[config.mk]
export PLATFORM = sky130hd
export DESIGN_NAME = ppm_m_demod
export DESIGN_NICKNAME = d
export VERILOG_FILES = /design/src/rtl/ppm_m_demod_pkg.sv /design/src/rtl/ppm_m_demod_correlator.sv /design/src/rtl/ppm_m_demod.sv
export SDC_FILE = /design/constraint.sdc
export NUM_CORES = 1
export LEC_CHECK = 0
export CAP_MARGIN = 20
export CORE_ASPECT_RATIO = 0.6
export CORE_UTILIZATION = 30
export DETAILED_ROUTE_END_ITERATION = 12
export HOLD_SLACK_MARGIN = 0.06
export PLACE_DENSITY = 0.5
export SYNTH_ARGS = -nofsm -noshare
export SYNTH_HDL_FRONTEND = slang
export SYNTH_SLANG_ARGS = --single-unit
[constraint.sdc]
create_clock -name clk -period 43.9 [get_ports clk]
set_clock_uncertainty 0.1 [all_clocks]
set_input_delay 8.78 -clock clk [delete_from_list [all_inputs] [get_ports clk]]
set_output_delay 8.78 -clock clk [all_outputs]
set_load 0.005 [all_outputs]
[src/rtl/ppm_m_demod_pkg.sv]
// Shared types and protocol constants for the M-ary PPM demodulator.
package ppm_m_demod_pkg;

    typedef enum logic [2:0] {
        ST_IDLE     = 3'd0,
        ST_SCAN     = 3'd1,
        ST_PREAMBLE = 3'd2,
        ST_SFD      = 3'd3,
        ST_HEADER   = 3'd4,
        ST_DATA     = 3'd5
    } state_t;

    // Framing symbols. The preamble uses the top chip so that stale window
    // contents, which only move toward lower chips while scanning, can never
    // mimic it.
    localparam int PREAMBLE_SYMBOL = 15;
    localparam int SFD0_SYMBOL     = 9;
    localparam int SFD1_SYMBOL     = 6;

endpackage

[src/rtl/ppm_m_demod_correlator.sv]
// Combinational chip correlator: per-chip popcount, argmax (lowest index on
// ties) and threshold test against the peak magnitude.
module ppm_m_demod_correlator #(
    parameter int SYM_BITS     = 4,
    parameter int CHIP_SAMPLES = 2
) (
    input  logic [(2**SYM_BITS)*CHIP_SAMPLES-1:0] window,
    input  logic [$clog2(CHIP_SAMPLES+1)-1:0]     threshold,
    output logic [SYM_BITS-1:0]                   sym,
    output logic                                  unmet
);
    localparam int M     = 2**SYM_BITS;
    localparam int MAG_W = $clog2(CHIP_SAMPLES+1);

    logic [MAG_W-1:0] mag [M];
    logic [MAG_W-1:0] peak;

    // Magnitude of each chip is the number of 1 samples it holds.
    always_comb begin
        for (int k = 0; k < M; k++) begin
            mag[k] = '0;
            for (int j = 0; j < CHIP_SAMPLES; j++) begin
                mag[k] = mag[k] + MAG_W'(window[k*CHIP_SAMPLES+j]);
            end
        end
    end

    // Strict greater-than keeps the lowest index when magnitudes tie.
    always_comb begin
        peak = mag[0];
        sym  = '0;
        for (int k = 1; k < M; k++) begin
            if (mag[k] > peak) begin
                peak = mag[k];
                sym  = SYM_BITS'(k);
            end
        end
    end

    assign unmet = (peak < threshold);

endmodule

[src/rtl/ppm_m_demod.sv]
// M-ary PPM demodulator: sample window, framing FSM, length header and
// data symbol output with carrier-loss and overrun reporting.
//
//  state     | meaning
//  IDLE      | window frozen, waiting for rx_start
//  SCAN      | sliding search for an aligned preamble symbol
//  PREAMBLE  | counting preamble symbols, then expecting SFD0
//  SFD       | expecting SFD1
//  HEADER    | collecting the length field, MSB symbol first
//  DATA      | emitting data_len symbols
module ppm_m_demod
    import ppm_m_demod_pkg::*;
#(
    parameter int SYM_BITS     = 4,
    parameter int CHIP_SAMPLES = 2,
    parameter int PREAMBLE_MIN = 2,
    parameter int LEN_SYMS     = 4,
    parameter int MISS_MAX     = 3
) (
    input  logic                                clk,
    input  logic                                resetn,
    input  logic                                din,
    input  logic                                rx_start,
    input  logic                                rx_abort,
    input  logic [$clog2(CHIP_SAMPLES+1)-1:0]   corr_threshold,
    input  logic                                dout_ready,
    output logic                                dout_valid,
    output logic [SYM_BITS-1:0]                 dout,
    output logic                                packet_detected,
    output logic                                packet_done,
    output logic                                carrier_lost,
    output logic                                overrun,
    output logic [LEN_SYMS*SYM_BITS-1:0]        data_len,
    output logic [2:0]                          state_sc
);
    localparam int M      = 2**SYM_BITS;
    localparam int WIN    = M*CHIP_SAMPLES;
    localparam int LEN_W  = LEN_SYMS*SYM_BITS;
    localparam int CNT_W  = $clog2(WIN);
    localparam int RUN_W  = $clog2(PREAMBLE_MIN+1);
    localparam int HDR_W  = $clog2(LEN_SYMS+1);
    localparam int MISS_W = $clog2(MISS_MAX+1);

    state_t              state, state_nx;
    logic [WIN-1:0]      window;
    logic [CNT_W-1:0]    cnt, cnt_nx;
    logic [RUN_W-1:0]    run, run_nx;
    logic [HDR_W-1:0]    hdr_cnt, hdr_nx;
    logic [LEN_W-1:0]    dcnt, dcnt_nx, len_nx;
    logic [MISS_W-1:0]   miss, miss_nx, miss_inc;
    logic [SYM_BITS-1:0] sym, dout_nx;
    logic                unmet, boundary, is_pre, is_sfd0, is_sfd1;
    logic                valid_nx, det_nx, done_nx, lost_nx;

    ppm_m_demod_correlator #(
        .SYM_BITS     (SYM_BITS),
        .CHIP_SAMPLES (CHIP_SAMPLES)
    ) u_corr (
        .window    (window),
        .threshold (corr_threshold),
        .sym       (sym),
        .unmet     (unmet)
    );

    assign boundary = (cnt == CNT_W'(WIN-1));
    assign is_pre   = (sym == SYM_BITS'(PREAMBLE_SYMBOL));
    assign is_sfd0  = (sym == SYM_BITS'(SFD0_SYMBOL));
    assign is_sfd1  = (sym == SYM_BITS'(SFD1_SYMBOL));
    assign state_sc = state;

    // Oldest sample settles in bit 0, so chip 0 is the first chip in time.
    always_ff @(posedge clk or negedge resetn) begin
        if (!resetn) begin
            window <= '0;
        end else if (rx_abort) begin
            window <= '0;
        end else if (state != ST_IDLE) begin
            window <= {din, window[WIN-1:1]};
        end
    end

    // State, counters and registered outputs.
    always_ff @(posedge clk or negedge resetn) begin
        if (!resetn) begin
            state           <= ST_IDLE;
            cnt             <= '0;
            run             <= '0;
            hdr_cnt         <= '0;
            dcnt            <= '0;
            miss            <= '0;
            data_len        <= '0;
            dout            <= '0;
            dout_valid      <= 1'b0;
            packet_detected <= 1'b0;
            packet_done     <= 1'b0;
            carrier_lost    <= 1'b0;
        end else begin
            state           <= state_nx;
            cnt             <= cnt_nx;
            run             <= run_nx;
            hdr_cnt         <= hdr_nx;
            dcnt            <= dcnt_nx;
            miss            <= miss_nx;
            data_len        <= len_nx;
            dout            <= dout_nx;
            dout_valid      <= valid_nx;
            packet_detected <= det_nx;
            packet_done     <= done_nx;
            carrier_lost    <= lost_nx;
        end
    end

    // Next-state and next-output logic; rx_abort overrides everything last.
    always_comb begin
        state_nx = state;
        cnt_nx   = cnt;
        run_nx   = run;
        hdr_nx   = hdr_cnt;
        dcnt_nx  = dcnt;
        miss_nx  = miss;
        len_nx   = data_len;
        dout_nx  = dout;
        valid_nx = 1'b0;
        det_nx   = 1'b0;
        done_nx  = 1'b0;
        lost_nx  = 1'b0;
        miss_inc = unmet ? miss + MISS_W'(1) : '0;

        if (state != ST_IDLE) begin
            cnt_nx = boundary ? '0 : cnt + CNT_W'(1);
        end

        case (state)
            ST_IDLE: begin
                if (rx_start) begin
                    state_nx = ST_SCAN;
                    cnt_nx   = '0;
                    run_nx   = '0;
                    hdr_nx   = '0;
                    dcnt_nx  = '0;
                    miss_nx  = '0;
                end
            end
            ST_SCAN: begin
                if (is_pre && !unmet) begin
                    run_nx   = RUN_W'(1);
                    cnt_nx   = '0;
                    state_nx = (PREAMBLE_MIN == 1) ? ST_SFD : ST_PREAMBLE;
                end
            end
            ST_PREAMBLE: begin
                if (boundary) begin
                    if (run >= RUN_W'(PREAMBLE_MIN)) begin
                        state_nx = is_sfd0 ? ST_SFD : ST_SCAN;
                    end else if (is_pre && !unmet) begin
                        run_nx = run + RUN_W'(1);
                    end else begin
                        state_nx = ST_SCAN;
                    end
                end
            end
            ST_SFD: begin
                if (boundary) begin
                    if (is_sfd1) begin
                        state_nx = ST_HEADER;
                        hdr_nx   = '0;
                    end else begin
                        state_nx = ST_SCAN;
                    end
                end
            end
            ST_HEADER: begin
                if (boundary) begin
                    len_nx = (data_len << SYM_BITS) | LEN_W'(sym);
                    hdr_nx = hdr_cnt + HDR_W'(1);
                    if (hdr_cnt == HDR_W'(LEN_SYMS-1)) begin
                        if (len_nx == '0) begin
                            done_nx  = 1'b1;
                            state_nx = ST_IDLE;
                        end else begin
                            state_nx = ST_DATA;
                            dcnt_nx  = '0;
                            miss_nx  = '0;
                        end
                    end
                end
            end
            ST_DATA: begin
                if (boundary) begin
                    valid_nx = 1'b1;
                    dout_nx  = sym;
                    det_nx   = (dcnt == '0);
                    dcnt_nx  = dcnt + LEN_W'(1);
                    miss_nx  = miss_inc;
                    // Carrier loss takes precedence over completing the packet.
                    if (miss_inc == MISS_W'(MISS_MAX)) begin
                        lost_nx  = 1'b1;
                        state_nx = ST_SCAN;
                    end else if (dcnt == data_len - LEN_W'(1)) begin
                        done_nx  = 1'b1;
                        state_nx = ST_IDLE;
                    end
                end
            end
            default: state_nx = ST_IDLE;
        endcase

        if (rx_abort) begin
            state_nx = ST_IDLE;
            cnt_nx   = '0;
            run_nx   = '0;
            hdr_nx   = '0;
            dcnt_nx  = '0;
            miss_nx  = '0;
            len_nx   = data_len;
            dout_nx  = dout;
            valid_nx = 1'b0;
            det_nx   = 1'b0;
            done_nx  = 1'b0;
            lost_nx  = 1'b0;
        end
    end

    // Sticky overrun: a symbol was presented while the FIFO could not take it.
    always_ff @(posedge clk or negedge resetn) begin
        if (!resetn) begin
            overrun <= 1'b0;
        end else if (dout_valid && !dout_ready) begin
            overrun <= 1'b1;
        end else if (state == ST_IDLE && rx_start && !rx_abort) begin
            overrun <= 1'b0;
        end
    end

endmodule

==> impl_metrics.csv <==
group,metric,value,unit
drt,wl_met1,9700,µm
power_and_ir_drop,pwr-share-seq,0.389,
timing,fmax,62.4,MHz
drt,drt-total-wl,16400,µm
drt,routed-wl-met2,5890,µm
die,die_w,191,µm
global_route,grt_use_total,0.159,
clocking,cts_buffers,9,
timing,finalSetupViolations,0,
clocking,post-cts-setup-buffers,0,
layout,final_cell_mix,"nand2_1 (120), dfrtp_1 (88), ha_1 (70), inv_1 (51), o21ai_0 (50)",
worst_hold_path,hold_class,"reg -> reg",
worst_setup_path,crit_arrival,16.20,ns
place,numPortBuffers,35,
synthesis,ys.flop_type,"dfrtp_1",
power_and_ir_drop,p_per_area,31.0,nW/µm²
synthesis,syn_inst,743,
layout,drive_above_1_share,0.0858,
drt,drc,0,
clocking,clockBufferDepth,2,
synthesis,synth_cell_types,80,
timing,post-route-period-util,0.365,
clocking,cts_num_sinks,88,
die,die_area,22000,µm²
global_route,antenna_found_initial,0,
power_and_ir_drop,p_int,149,µW
place,post-place-cells,1026,
worst_setup_path,path_delay_family,"compound AO/OA/AOI/OAI gates",
power_and_ir_drop,switchingPower,77.8,µW
power_and_ir_drop,swShare,0.343,
power_and_ir_drop,combPwrFrac,0.224,
worst_setup_path,r2r-start,"window[2]$_DFFE_PN0P_",
drt,drtPass1Iterations,5,
clocking,clk_latency,0.35,ns
synthesis,avgSynthCellArea,8.63,µm²
timing,relSlewSlack,0.424,
worst_setup_path,worst-path-buf-inv,3,
clocking,cts_max_level,3,
drt,top_layer,"met4",
drt,wl_met3,638,µm
synthesis,ys_seq_area_frac,0.343,
worst_hold_path,hold_start,"dout[0]$_DFFE_PN0P_",
global_route,grt-ovfl-total,0,
status,status,"completed",
run,cap_violations,0,
power_and_ir_drop,pwr-share-clk,0.387,
layout,stdcell_count,1042,
clocking,tritoncts,"done",
global_route,grt_pass1_vias,4855,
worst_setup_path,criticalPathCategory,"reg -> reg",
die,start_util,0.313,
worst_setup_path,crit_slowest_cell,"a21oi_2",
drt,drt_iter0_markers,517,
timing,period_minus_slack,16.03,ns
worst_setup_path,cp-end-kind,"flop",
global_route,grt_pass1_wl,27300,µm
timing,whs,0.375,ns
synthesis,ys_ff_latch,88,
layout,diodes,0,
power_and_ir_drop,vdd_drop_max,0.0242,mV
synthesis,ys_async_sr_fraction,1.00,
clocking,cts_root_buffer,"clkbuf_16",
drt,route.detailed.wl_per_inst,15.7,µm
layout,nFillCells,2108,
die,core_area,20500,µm²
worst_setup_path,crit_top_cell,"ha_1",
timing,setup_slack,27.87,ns
die,rows,40,
layout,nets,842,
place,place_hpwl,12000,µm
worst_setup_path,path_max_fanout,18,
timing,drv_slew,0,
power_and_ir_drop,total_leakage_power,3.22,nW
worst_setup_path,worstSetupStartpointType,"flop",
timing,tightestPinTransition,0.862,ns
worst_setup_path,crit_path_max_incr_delay,0.64,ns
timing,rsz0062_at_grt,"no",
worst_setup_path,cp-startpoint,"window[2]$_DFFE_PN0P_",
timing,tns,0,ns
die,die_y,115,µm
place,gp_congestion,0.817,
clocking,cts_resized,0,
timing,hold_viol_final,0,
worst_setup_path,required,44.07,ns
layout,final_common_cell,"nand2_1",
clocking,path_clk_slew,0.07,ns
synthesis,synthesis.area,6410,µm²
layout,synthToLayoutAreaGrowth,14.0,%
drt,viasPerCell,5.10,
die,pin_count,36,
synthesis,synth_edf_count,0,
drt,vias,5312,
global_route,grt_max_degree,58,
place,pre_cts_ws,28.07,ns
synthesis,synth_nets,821,
synthesis,ys_warn_count,0,
drt,ant_nets,0,
clocking,postCtsHoldBufs,0,
power groups by stage:
stage | clock [mW] | combinational (mW) | sequential (mW)
after global placement | 0 | 0.0518 | 0.0898
after detailed placement | 0 | 0.0509 | 0.0897
final | 0.0877 | 0.0508 | 0.0882
after global routing | 0.0941 | 0.0565 | 0.0887
after CTS | 0.0906 | 0.0511 | 0.0881
after floorplan | 0 | 0.0354 | 0.0872
cell type report:
| class | count | area [µm²] | share of cell area |
|---|---|---|---|
| well taps | 273 | 342 | 0.0467 |
| inverters | 51 | 191 | 0.0262 |
| flip-flops and latches | 88 | 2200 | 0.301 |
| repair buffers | 40 | 380 | 0.0521 |
| multi-input cells | 574 | 3860 | 0.529 |
| clock buffers | 10 | 239 | 0.0327 |
| clock inverters | 6 | 90.1 | 0.0123 |
layer usage:
layer	vias to the layer above	track usage
met4	0	0.0272
met3	11	0.0324
met2	88	0.196
met1	2527	0.269
li1	2686	-
met5	-	0
worst register-to-register path: cells and delay by family (launching register included):
kind | cells | cell delay (ns)
compound gates | 22 | 5.29
simple gates | 32 | 4.53
fa+ha+maj | 16 | 4.28
mux | 3 | 1.05
flops | 1 | 0.40
buf+inv | 3 | 0.30
cells in the mapped netlist (5+ instances only):
cell	count	share of area
a21oi_1	48	0.037
xor2_1	8	0.011
nor4_1	6	0.0059
dfrtp_1	88	0.34
o211ai_1	6	0.0070
clkbuf_1	21	0.012
nand2_1	120	0.070
nor2b_1	10	0.0098
a22oi_1	6	0.0070
nand2b_1	15	0.015
and3_1	11	0.011
nor2_1	47	0.028
nand3b_1	5	0.0059
and2_1	5	0.0049
mux2_2	15	0.026
nand4_1	7	0.0068
ha_1	70	0.14
a31oi_1	14	0.014
nand3_1	15	0.012
nor3_1	10	0.0078
inv_1	51	0.030
o21ai_0	50	0.039
xnor2_1	8	0.011
o21bai_1	12	0.014
metrics by stage:
stage | total power, mW | area (µm²) | util
finish | 0.227 | 7310 | 0.357
global route | 0.239 | 7310 | 0.357
CTS | 0.230 | 7310 | 0.357
detailed placement | 0.141 | 6980 | 0.341
global placement | 0.142 | 6980 | 0.341
floorplan | 0.123 | 6410 | -
sequential cells by signal (all words and copies together), names as in the netlist:
signal	cells
dout_valid	1
run	2
packet_done	1
miss	2
state_sc	3
packet_detected	1
carrier_lost	1
overrun	1
dcnt	16
dout	4
window	32
hdr_cnt	3
data_len	16
cnt	5
cell families after synthesis:
logic type | count (synthesis) | synth area share
compound gates | 191 | 0.194
xor+xnor | 16 | 0.0219
fa+ha+maj | 70 | 0.137
buf+inv | 81 | 0.0552
flops | 88 | 0.343
mux | 20 | 0.0349
simple gates | 277 | 0.214
final timing paths:
kind | to | slack, ns | depth (start not counted)
min in group asynchronous | cnt[2]$_DFF_PN0_ | 8.26 | 1
min | dout[0]$_DFFE_PN0P_ | 0.37 | 2
max reg2reg | dcnt[12]$_DFFE_PN0P_ | 27.87 | 76
min reg2reg | dout[0]$_DFFE_PN0P_ | 0.37 | 2
max | dcnt[12]$_DFFE_PN0P_ | 27.87 | 76
max in group asynchronous | dout[0]$_DFFE_PN0P_ | 34.32 | 2
No activity file was read; power rests on OpenSTA's default activity.
